===== config.mk =====
export PLATFORM = sky130hd
export DESIGN_NAME = gate_array_cfg
export DESIGN_NICKNAME = d
export VERILOG_FILES = /design/src/rtl/gate_array_pkg.sv /design/src/rtl/gate_array_cfg_in_filter.sv /design/src/rtl/gate_array_cfg.sv
export SDC_FILE = /design/constraint.sdc
export NUM_CORES = 1
export LEC_CHECK = 0
export CORE_MARGIN = 1.5
export CORE_UTILIZATION = 50
export CTS_CLUSTER_SIZE = 14
export DETAILED_ROUTE_END_ITERATION = 10
export PLACE_DENSITY = 0.76
export SLEW_MARGIN = 20
export SYNTH_ARGS = -nofsm -noshare
export SYNTH_HDL_FRONTEND = slang
export SYNTH_SLANG_ARGS = --single-unit

===== constraint.sdc =====
create_clock -name clk -period 2.9 [get_ports clk]
set_clock_uncertainty 0.15 [all_clocks]
set_input_delay 0.58 -clock clk [delete_from_list [all_inputs] [get_ports clk]]
set_output_delay 0.58 -clock clk [all_outputs]
set_load 0.1 [all_outputs]

===== src/rtl/gate_array_pkg.sv =====
// Shared definitions for the gate array: gate mode codes and the per-bit gate function.
// Latency: none (constants and a pure combinational function).
// Backpressure: not applicable.
package gate_array_pkg;

    localparam int MODE_W = 3;

    localparam logic [MODE_W-1:0] MODE_NOR  = 3'd0;
    localparam logic [MODE_W-1:0] MODE_NAND = 3'd1;
    localparam logic [MODE_W-1:0] MODE_AND  = 3'd2;
    localparam logic [MODE_W-1:0] MODE_OR   = 3'd3;
    localparam logic [MODE_W-1:0] MODE_XOR  = 3'd4;
    localparam logic [MODE_W-1:0] MODE_XNOR = 3'd5;
    localparam logic [MODE_W-1:0] MODE_NOTA = 3'd6;
    localparam logic [MODE_W-1:0] MODE_BUF  = 3'd7;

    // Every 3-bit code maps to a gate, so there is no illegal-mode handling.
    function automatic logic gate_func(
        input logic [MODE_W-1:0] i_mode,
        input logic              i_a,
        input logic              i_b
    );
        logic w_res;
        case (i_mode)
            MODE_NOR:  w_res = ~(i_a | i_b);
            MODE_NAND: w_res = ~(i_a & i_b);
            MODE_AND:  w_res = i_a & i_b;
            MODE_OR:   w_res = i_a | i_b;
            MODE_XOR:  w_res = i_a ^ i_b;
            MODE_XNOR: w_res = ~(i_a ^ i_b);
            MODE_NOTA: w_res = ~i_a;
            default:   w_res = i_a;
        endcase
        return w_res;
    endfunction

endpackage


===== src/rtl/gate_array_cfg_in_filter.sv =====
// One asynchronous input bit: synchroniser chain followed by a consecutive-cycle debounce filter.
// Latency: SYNC_STAGES edges to the synchronised value, plus DEB_CYCLES edges of stable difference to flip o_f.
// Backpressure: none; samples every clock edge.
module in_filter
    import gate_array_pkg::*;
#(
    parameter int SYNC_STAGES = 2,
    parameter int DEB_CYCLES  = 4
) (
    input  logic clk,
    input  logic rst,
    input  logic i_d,
    output logic o_f
);

    logic [SYNC_STAGES-1:0] r_sync;
    logic                   w_s;

    // Shift the raw pin through the synchroniser chain; stage 0 is the metastability catcher.
    always_ff @(posedge clk or posedge rst) begin
        if (rst) begin
            r_sync <= '0;
        end else begin
            r_sync <= {r_sync[SYNC_STAGES-2:0], i_d};
        end
    end

    assign w_s = r_sync[SYNC_STAGES-1];

    generate
        if (DEB_CYCLES == 0) begin : g_bypass
            // No filtering: the synchronised value feeds the gate directly.
            assign o_f = w_s;
        end else begin : g_debounce
            localparam int CW = $clog2(DEB_CYCLES + 1);
            localparam logic [CW-1:0] CNT_LAST = CW'(DEB_CYCLES - 1);

            logic [CW-1:0] r_cnt;
            logic          r_f;

            // Count consecutive edges where the input disagrees with the filtered value;
            // any agreeing edge restarts the count so short glitches never reach o_f.
            always_ff @(posedge clk or posedge rst) begin
                if (rst) begin
                    r_cnt <= '0;
                    r_f   <= 1'b0;
                end else if (w_s != r_f) begin
                    if (r_cnt == CNT_LAST) begin
                        r_f   <= w_s;
                        r_cnt <= '0;
                    end else begin
                        r_cnt <= r_cnt + 1'b1;
                    end
                end else begin
                    r_cnt <= '0;
                end
            end

            assign o_f = r_f;
        end
    endgenerate

endmodule


===== src/rtl/gate_array_cfg.sv =====
// Multi-channel 2-input gate array with filtered inputs, runtime gate mode and registered outputs.
// Latency: raw input change to y is SYNC_STAGES + DEB_CYCLES + 1 edges; mode load to y is 1 edge later.
// Backpressure: none; outputs update every edge, y_chg flags each channel whose y changed.
module gate_array_cfg
    import gate_array_pkg::*;
#(
    parameter int                NCH         = 4,
    parameter int                SYNC_STAGES = 2,
    parameter int                DEB_CYCLES  = 4,
    parameter logic [MODE_W-1:0] MODE_RST    = MODE_NOR
) (
    input  logic              clk,
    input  logic              rst,
    input  logic [NCH-1:0]    a,
    input  logic [NCH-1:0]    b,
    input  logic [MODE_W-1:0] mode_in,
    input  logic              mode_load,
    input  logic              en,
    output logic [NCH-1:0]    y,
    output logic [NCH-1:0]    y_chg,
    output logic              y_en,
    output logic [MODE_W-1:0] mode
);

    // Value every channel shows while in reset: the reset-mode gate applied to two zero inputs.
    localparam logic Y_RST_BIT = gate_func(MODE_RST, 1'b0, 1'b0);

    logic [2*NCH-1:0]  w_raw;
    logic [2*NCH-1:0]  w_filt;
    logic [NCH-1:0]    w_fa;
    logic [NCH-1:0]    w_fb;
    logic [NCH-1:0]    w_y_next;

    logic [MODE_W-1:0] r_mode;
    logic [NCH-1:0]    r_y;
    logic [NCH-1:0]    r_y_chg;
    logic              r_y_en;

    // A bits occupy the low half, B bits the high half, so one loop filters both.
    assign w_raw = {b, a};

    generate
        for (genvar gi = 0; gi < 2 * NCH; gi++) begin : g_in
            in_filter #(
                .SYNC_STAGES (SYNC_STAGES),
                .DEB_CYCLES  (DEB_CYCLES)
            ) u_in_filter (
                .clk (clk),
                .rst (rst),
                .i_d (w_raw[gi]),
                .o_f (w_filt[gi])
            );
        end
    endgenerate

    assign w_fa = w_filt[NCH-1:0];
    assign w_fb = w_filt[2*NCH-1:NCH];

    // Apply the currently registered mode to every channel's filtered pair.
    always_comb begin
        w_y_next = '0;
        for (int i = 0; i < NCH; i++) begin
            w_y_next[i] = gate_func(r_mode, w_fa[i], w_fb[i]);
        end
    end

    // Mode register: a load takes effect on y one edge after the strobe.
    always_ff @(posedge clk or posedge rst) begin
        if (rst) begin
            r_mode <= MODE_RST;
        end else if (mode_load) begin
            r_mode <= mode_in;
        end
    end

    // Output register, change pulse (input- or mode-induced) and registered enable.
    always_ff @(posedge clk or posedge rst) begin
        if (rst) begin
            r_y     <= {NCH{Y_RST_BIT}};
            r_y_chg <= '0;
            r_y_en  <= 1'b0;
        end else begin
            r_y     <= w_y_next;
            r_y_chg <= w_y_next ^ r_y;
            r_y_en  <= en;
        end
    end

    assign y     = r_y;
    assign y_chg = r_y_chg;
    assign y_en  = r_y_en;
    assign mode  = r_mode;

endmodule

After elaboration in Yosys (flattened, before gate mapping)
Cells that the tools add are included.

operators by class
  add/sub/neg operators = 8
  equality and inequality tests = 22
  muxes and demuxes = 20
  bitwise operators = 29
  reduce and logical (&&, ||, !) cells = 9

operator list
  kind                                                              count
  3-bit 2-to-1 mux                                                  16
  3-bit by 2-bit == test with 1-bit output (second input constant)  10
  1-bit case mux with 7 select lines                                4
  3-bit by 1-bit adder with 3-bit output (second input constant)    8
  1-bit NOT                                                         16
  2-bit AND reduction                                               8
  3-bit == test (second input constant)                             3
  1-bit inequality test                                             8
  1-bit AND                                                         4
  1-bit OR                                                          4
  1-bit XOR                                                         4
  4-bit XOR                                                         1
  3-bit by 1-bit == test with 1-bit output (second input constant)  1
  3-bit zero test                                                   1

storage, ports and cells
  bits in registers = 60
  output and inout port bits = 12
  logic and storage cells = 116

Longest topological paths before layout
  depth in word-level cells = 4
  mapped depth = 7
  depth with buffers taken out = 7

By module
From an unflattened synthesis, not the netlist that was laid out.

unflattened totals
  cells, all modules = 194
  area total of the unflattened synthesis = 2647.5 um^2

modules (own cells, without submodules)
  module          times used  cells each  area an instance (um^2)
  in_filter       8           14          224.0
  gate_array_cfg  1           82          855.8

Least setup slack after synthesis
No wires, ideal clock.

  path type = register to register
  start = register r_mode[1], in the netlist mode[1]
  end = register r_y_chg[0], in the netlist y_chg[0]
  setup time = 145 ps
  arrival time = 2061 ps
  required time = 2605 ps
  slack = 544 ps
  cell stages (with the launch flop) = 7
  buffers on the path = 1
  cell sequence = dfrtp_1 > buf_4 > or4b_1 > o211ai_1 > o22a_2 > a41oi_2 > xor2_1

on the way
  cells in the longest elaborated chain, start to end = 3
  elaborated cells on any way between the ends = 9

RTL lines
  element                                 RTL line              RTL
  start, declared                         gate_array_cfg.sv:34  logic [MODE_W-1:0] r_mode;
  start signal, assigned                  gate_array_cfg.sv:72  r_mode <= mode_in;
  3-bit == test (tied with other cells)   gate_array_pkg.sv:24  case (i_mode)
  1-bit case mux with 7 select lines (*)  gate_array_pkg.sv:24
  named net w_y_next[0]                   gate_array_cfg.sv:32  logic [NCH-1:0] w_y_next;
  4-bit XOR (*)                           gate_array_cfg.sv:84  r_y_chg <= w_y_next ^ r_y;
  end signal, assigned                    gate_array_cfg.sv:84
  end, declared                           gate_array_cfg.sv:36  logic [NCH-1:0] r_y_chg;

The timed path passes the listed nets; every way through them passes the cells marked *.
A chain may end at the register's enable or synchronous reset.

Worst setup path in the final report
  start = register r_mode[0], in the netlist mode[0]
  end = output mode[0]

RTL lines
  element        RTL line              RTL
  end, declared  gate_array_cfg.sv:22  output logic [MODE_W-1:0] mode

No word-level cell between the ends.

==> flow_metrics.env <==
export IMPL_track_usage_pct=16.12
export IMPL_synth_async_reset_ratio_pct=100.0
export IMPL_die_area_um2=5404
export IMPL_worst_path_stages=1
export IMPL_synth_mux_area_fraction_pct=5.687
export IMPL_antenna_found_initial=0
export IMPL_r2r_slack_ns=0.94
export IMPL_critical_path_cell_chain="buf_4"
export IMPL_layout_common_cells="56 x dfrtp_1, 16 x nor3b_1, 16 x ha_1"
export IMPL_switching_share_pct=40.32
export IMPL_mostFrequentLayoutCell="dfrtp_1"
export IMPL_drtAntennaViolNets=0
export IMPL_hpwl_mm=2.517
export IMPL_setup_worst_path_start_class="register"
export IMPL_synth_top_area_share_pct=56.37
export IMPL_rows=25
export IMPL_synth_compound_area_share_pct=5.989
export IMPL_hold_viol=0
export IMPL_p_seq_share_pct=39.7
export IMPL_cts_root_buffer="clkbuf_8"
export IMPL_holdWs_ns=0.1969
export IMPL_p_clk_share_pct=20.1
export IMPL_cts_tree="built"
export IMPL_p_comb_share_pct=40.2
export IMPL_layout_drive_gt1_share_pct=19.73
export IMPL_seq_area_frac_synth_pct=60.59
export IMPL_p_int_mw=1.851
export IMPL_cp_max_fo=17
export IMPL_clk_pin_slew_worst_paths_ns=0.06
export IMPL_crit_arrival_ns=1.44
export IMPL_period_needed_ns=2.167
export IMPL_crit_path_start="mode[0]$_DFFE_PP0P_"
export IMPL_cts_buffers=9
export IMPL_clockBufferDepth=2
export IMPL_synth_warnings=0
export IMPL_cp_slowest_cell="dfrtp_1"
export IMPL_htreeDepth=3
export IMPL_vias=1432
export IMPL_syn_instance_count=183
export IMPL_grt_pass1_wl_mm=6.258
export IMPL_areaGrowthSynthToFinish_pct=19.07
export IMPL_slew_limit_headroom_pct=62.12
export IMPL_synth_top_family_by_area="simple AND/OR/NAND/NOR gates"
export IMPL_synth_xor_area_share_pct=5.284
export IMPL_synth_ff_type="dfrtp_1"
export IMPL_synth_area_leaders="dfrtp_1 56%, ha_1 8.1%, nor3b_1 4.8%"
export IMPL_synth_avg_cell_area_um2=13.59
export IMPL_critical_path_class="reg2out"
export IMPL_synthAdderAreaFrac_pct=8.052
export IMPL_pin_count=27
export IMPL_cts_resized=0
export IMPL_slew_violations=0
export IMPL_rr_worst_depth=5
export IMPL_crit_buf_inv=1
export IMPL_portBuffers=26
export IMPL_post_route_drc_count=0
export IMPL_drt_iter0_drc=49
export IMPL_holdCritPathClass="reg2reg"
export IMPL_grt_start_max_net_pins=31
export IMPL_peakVddDrop_mv=0.4400
export IMPL_gp_congestion=0.7442
export IMPL_crit_required_ns=2.17
export IMPL_dpl_cell_area_um2=2796
export IMPL_chipHeight_um=73.52
export IMPL_syn_nets=214
export IMPL_synth_seq_cells=60
export IMPL_antenna_cells=0
export IMPL_syn_area_um2=2486
export IMPL_synth_simple_area_share_pct=11.63
export IMPL_yosysTopAreaCell="dfrtp_1"
export IMPL_outcome="complete, no violations"
export IMPL_r2r_end="y_chg[0]$_DFF_PP0_"
export IMPL_switching_power_mw=1.250
export IMPL_final_nets=249
export IMPL_via_per_inst=4.938
export IMPL_fmax_mhz=461.6
export IMPL_wl_per_cell_um=12.22
export IMPL_wl_mm=3.545
export IMPL_setup_viol=0
export IMPL_timing_final_crit_share_pct=74.71
export IMPL_design_area_um2=2960
export IMPL_fp_dieW_um=73.52
export IMPL_cp_endpoint="mode[0]"
export IMPL_core_area_um2=4755
export IMPL_synth_edff_count=0
export IMPL_insertion_delay_ns=0.34
export IMPL_cts_sinks=60
export IMPL_cts_hold_buffers=0
export IMPL_p_per_area_nw_per_um2=1048
export IMPL_synth_cell_types=29
export IMPL_initial_core_util_pct=52.29
export IMPL_crit_family="flip-flops"
export IMPL_grt_overflow_total=0
export IMPL_end_kind="output port"
export IMPL_total_leakage_power_nw=1.362
export IMPL_maxCapViolCount=0
export IMPL_grt_pass1_vias=1450
export IMPL_max_stage_delay_ns=0.70
export IMPL_drt_pass1_iterations=4
export IMPL_rsz0062_at_grt="false"
export IMPL_tightestPinTransition_ns=0.5683
export IMPL_finalSetupTns_ns=0
export IMPL_rr_startpoint="mode[1]$_DFFE_PP0P_"
export IMPL_post_cts_buffers=0
==> worst min-delay path by stage <==
stage / startpoint / end / slack, ns / cells past startpoint
after floorplan: g_in[0].u_in_filter.r_sync[0]$_DFF_PP0_ / g_in[0].u_in_filter.r_sync[1]$_DFF_PP0_ / 0.18 / 0
after global placement: g_in[7].u_in_filter.r_sync[0]$_DFF_PP0_ / g_in[7].u_in_filter.r_sync[1]$_DFF_PP0_ / 0.18 / 0
after detailed placement: g_in[5].u_in_filter.r_sync[0]$_DFF_PP0_ / g_in[5].u_in_filter.r_sync[1]$_DFF_PP0_ / 0.19 / 0
after CTS: g_in[5].u_in_filter.r_sync[0]$_DFF_PP0_ / g_in[5].u_in_filter.r_sync[1]$_DFF_PP0_ / 0.20 / 0
after global routing: g_in[6].u_in_filter.r_sync[0]$_DFF_PP0_ / g_in[6].u_in_filter.r_sync[1]$_DFF_PP0_ / 0.20 / 0
final: g_in[5].u_in_filter.r_sync[0]$_DFF_PP0_ / g_in[5].u_in_filter.r_sync[1]$_DFF_PP0_ / 0.20 / 0
==> layer usage <==
metal | vias to the layer above | global-route usage (%) | part of all wire [%]
met5 | - | 0 | 0
met3 | 11 | 7.407 | 5.8
met4 | 0 | 9.671 | 2.8
met2 | 29 | 22.62 | 45
li1 | 694 | - | -
met1 | 698 | 20.33 | 46
==> synth_stat cells (2+ instances only) <==
master    instances
xnor2_1          10
nor3b_1          16
nor2b_1           9
mux2_2            9
and3b_1           3
ha_1             16
dfstp_2           4
inv_1            10
buf_4             2
nor3_1            5
o211ai_1          2
nand2b_1          4
a211oi_1          5
dfrtp_1          56
nand2_1           6
o21ai_0           6
xor2_1            5
mux2i_1           4
==> final cells by class <==
type | count | area, um2
fillers | 386 | 1794
flip-flops and latches | 60 | 1506
multi-input cells | 109 | 910.9
repair buffers | 28 | 257.7
clock buffers | 13 | 148.9
well taps | 67 | 83.83
inverters | 10 | 37.54
clock inverters | 3 | 15.01
==> flip-flops by register name, indices dropped and copies added (netlist names) <==
signal	count
y	4
y_chg	4
y_en	1
g_in.u_in_filter.r_sync	16
mode	3
g_in.u_in_filter.g_debounce.r_cnt	24
g_in.u_in_filter.o_f	8
==> power by group through the flow <==
stage,clock (mW),combinational [mW],sequential (mW)
after detailed placement,0,1.27,1.25
final,0.625,1.25,1.23
after CTS,0.647,1.26,1.23
after global placement,0,1.23,1.24
after floorplan,0,0.585,1.67
after global routing,0.686,1.37,1.26
==> cells by family (layout without fill, tap and decap cells) <==
logic type	Yosys count	in the layout
multiplexers	13	13
buffers and inverters	14	54
flip-flops	60	60
adder cells (fa/ha/maj)	16	16
AO/OA/AOI/OAI	20	20
AND/OR/NAND/NOR	45	45
XOR/XNOR	15	15
==> stage by stage <==
step | worst slack, ns | instances | utilization, % | total power [mW]
finish | 0.7334 | 290 | 62.26 | 3.101
global route | 0.6154 | 290 | 62.26 | 3.320
CTS | 0.7110 | 290 | 62.26 | 3.145
detailed placement | 0.9505 | 274 | 58.82 | 2.511
global placement | 0.9782 | 274 | 58.82 | 2.466
floorplan | 0.5443 | 183 | - | 2.256
Power figures use the tool's default switching activity.
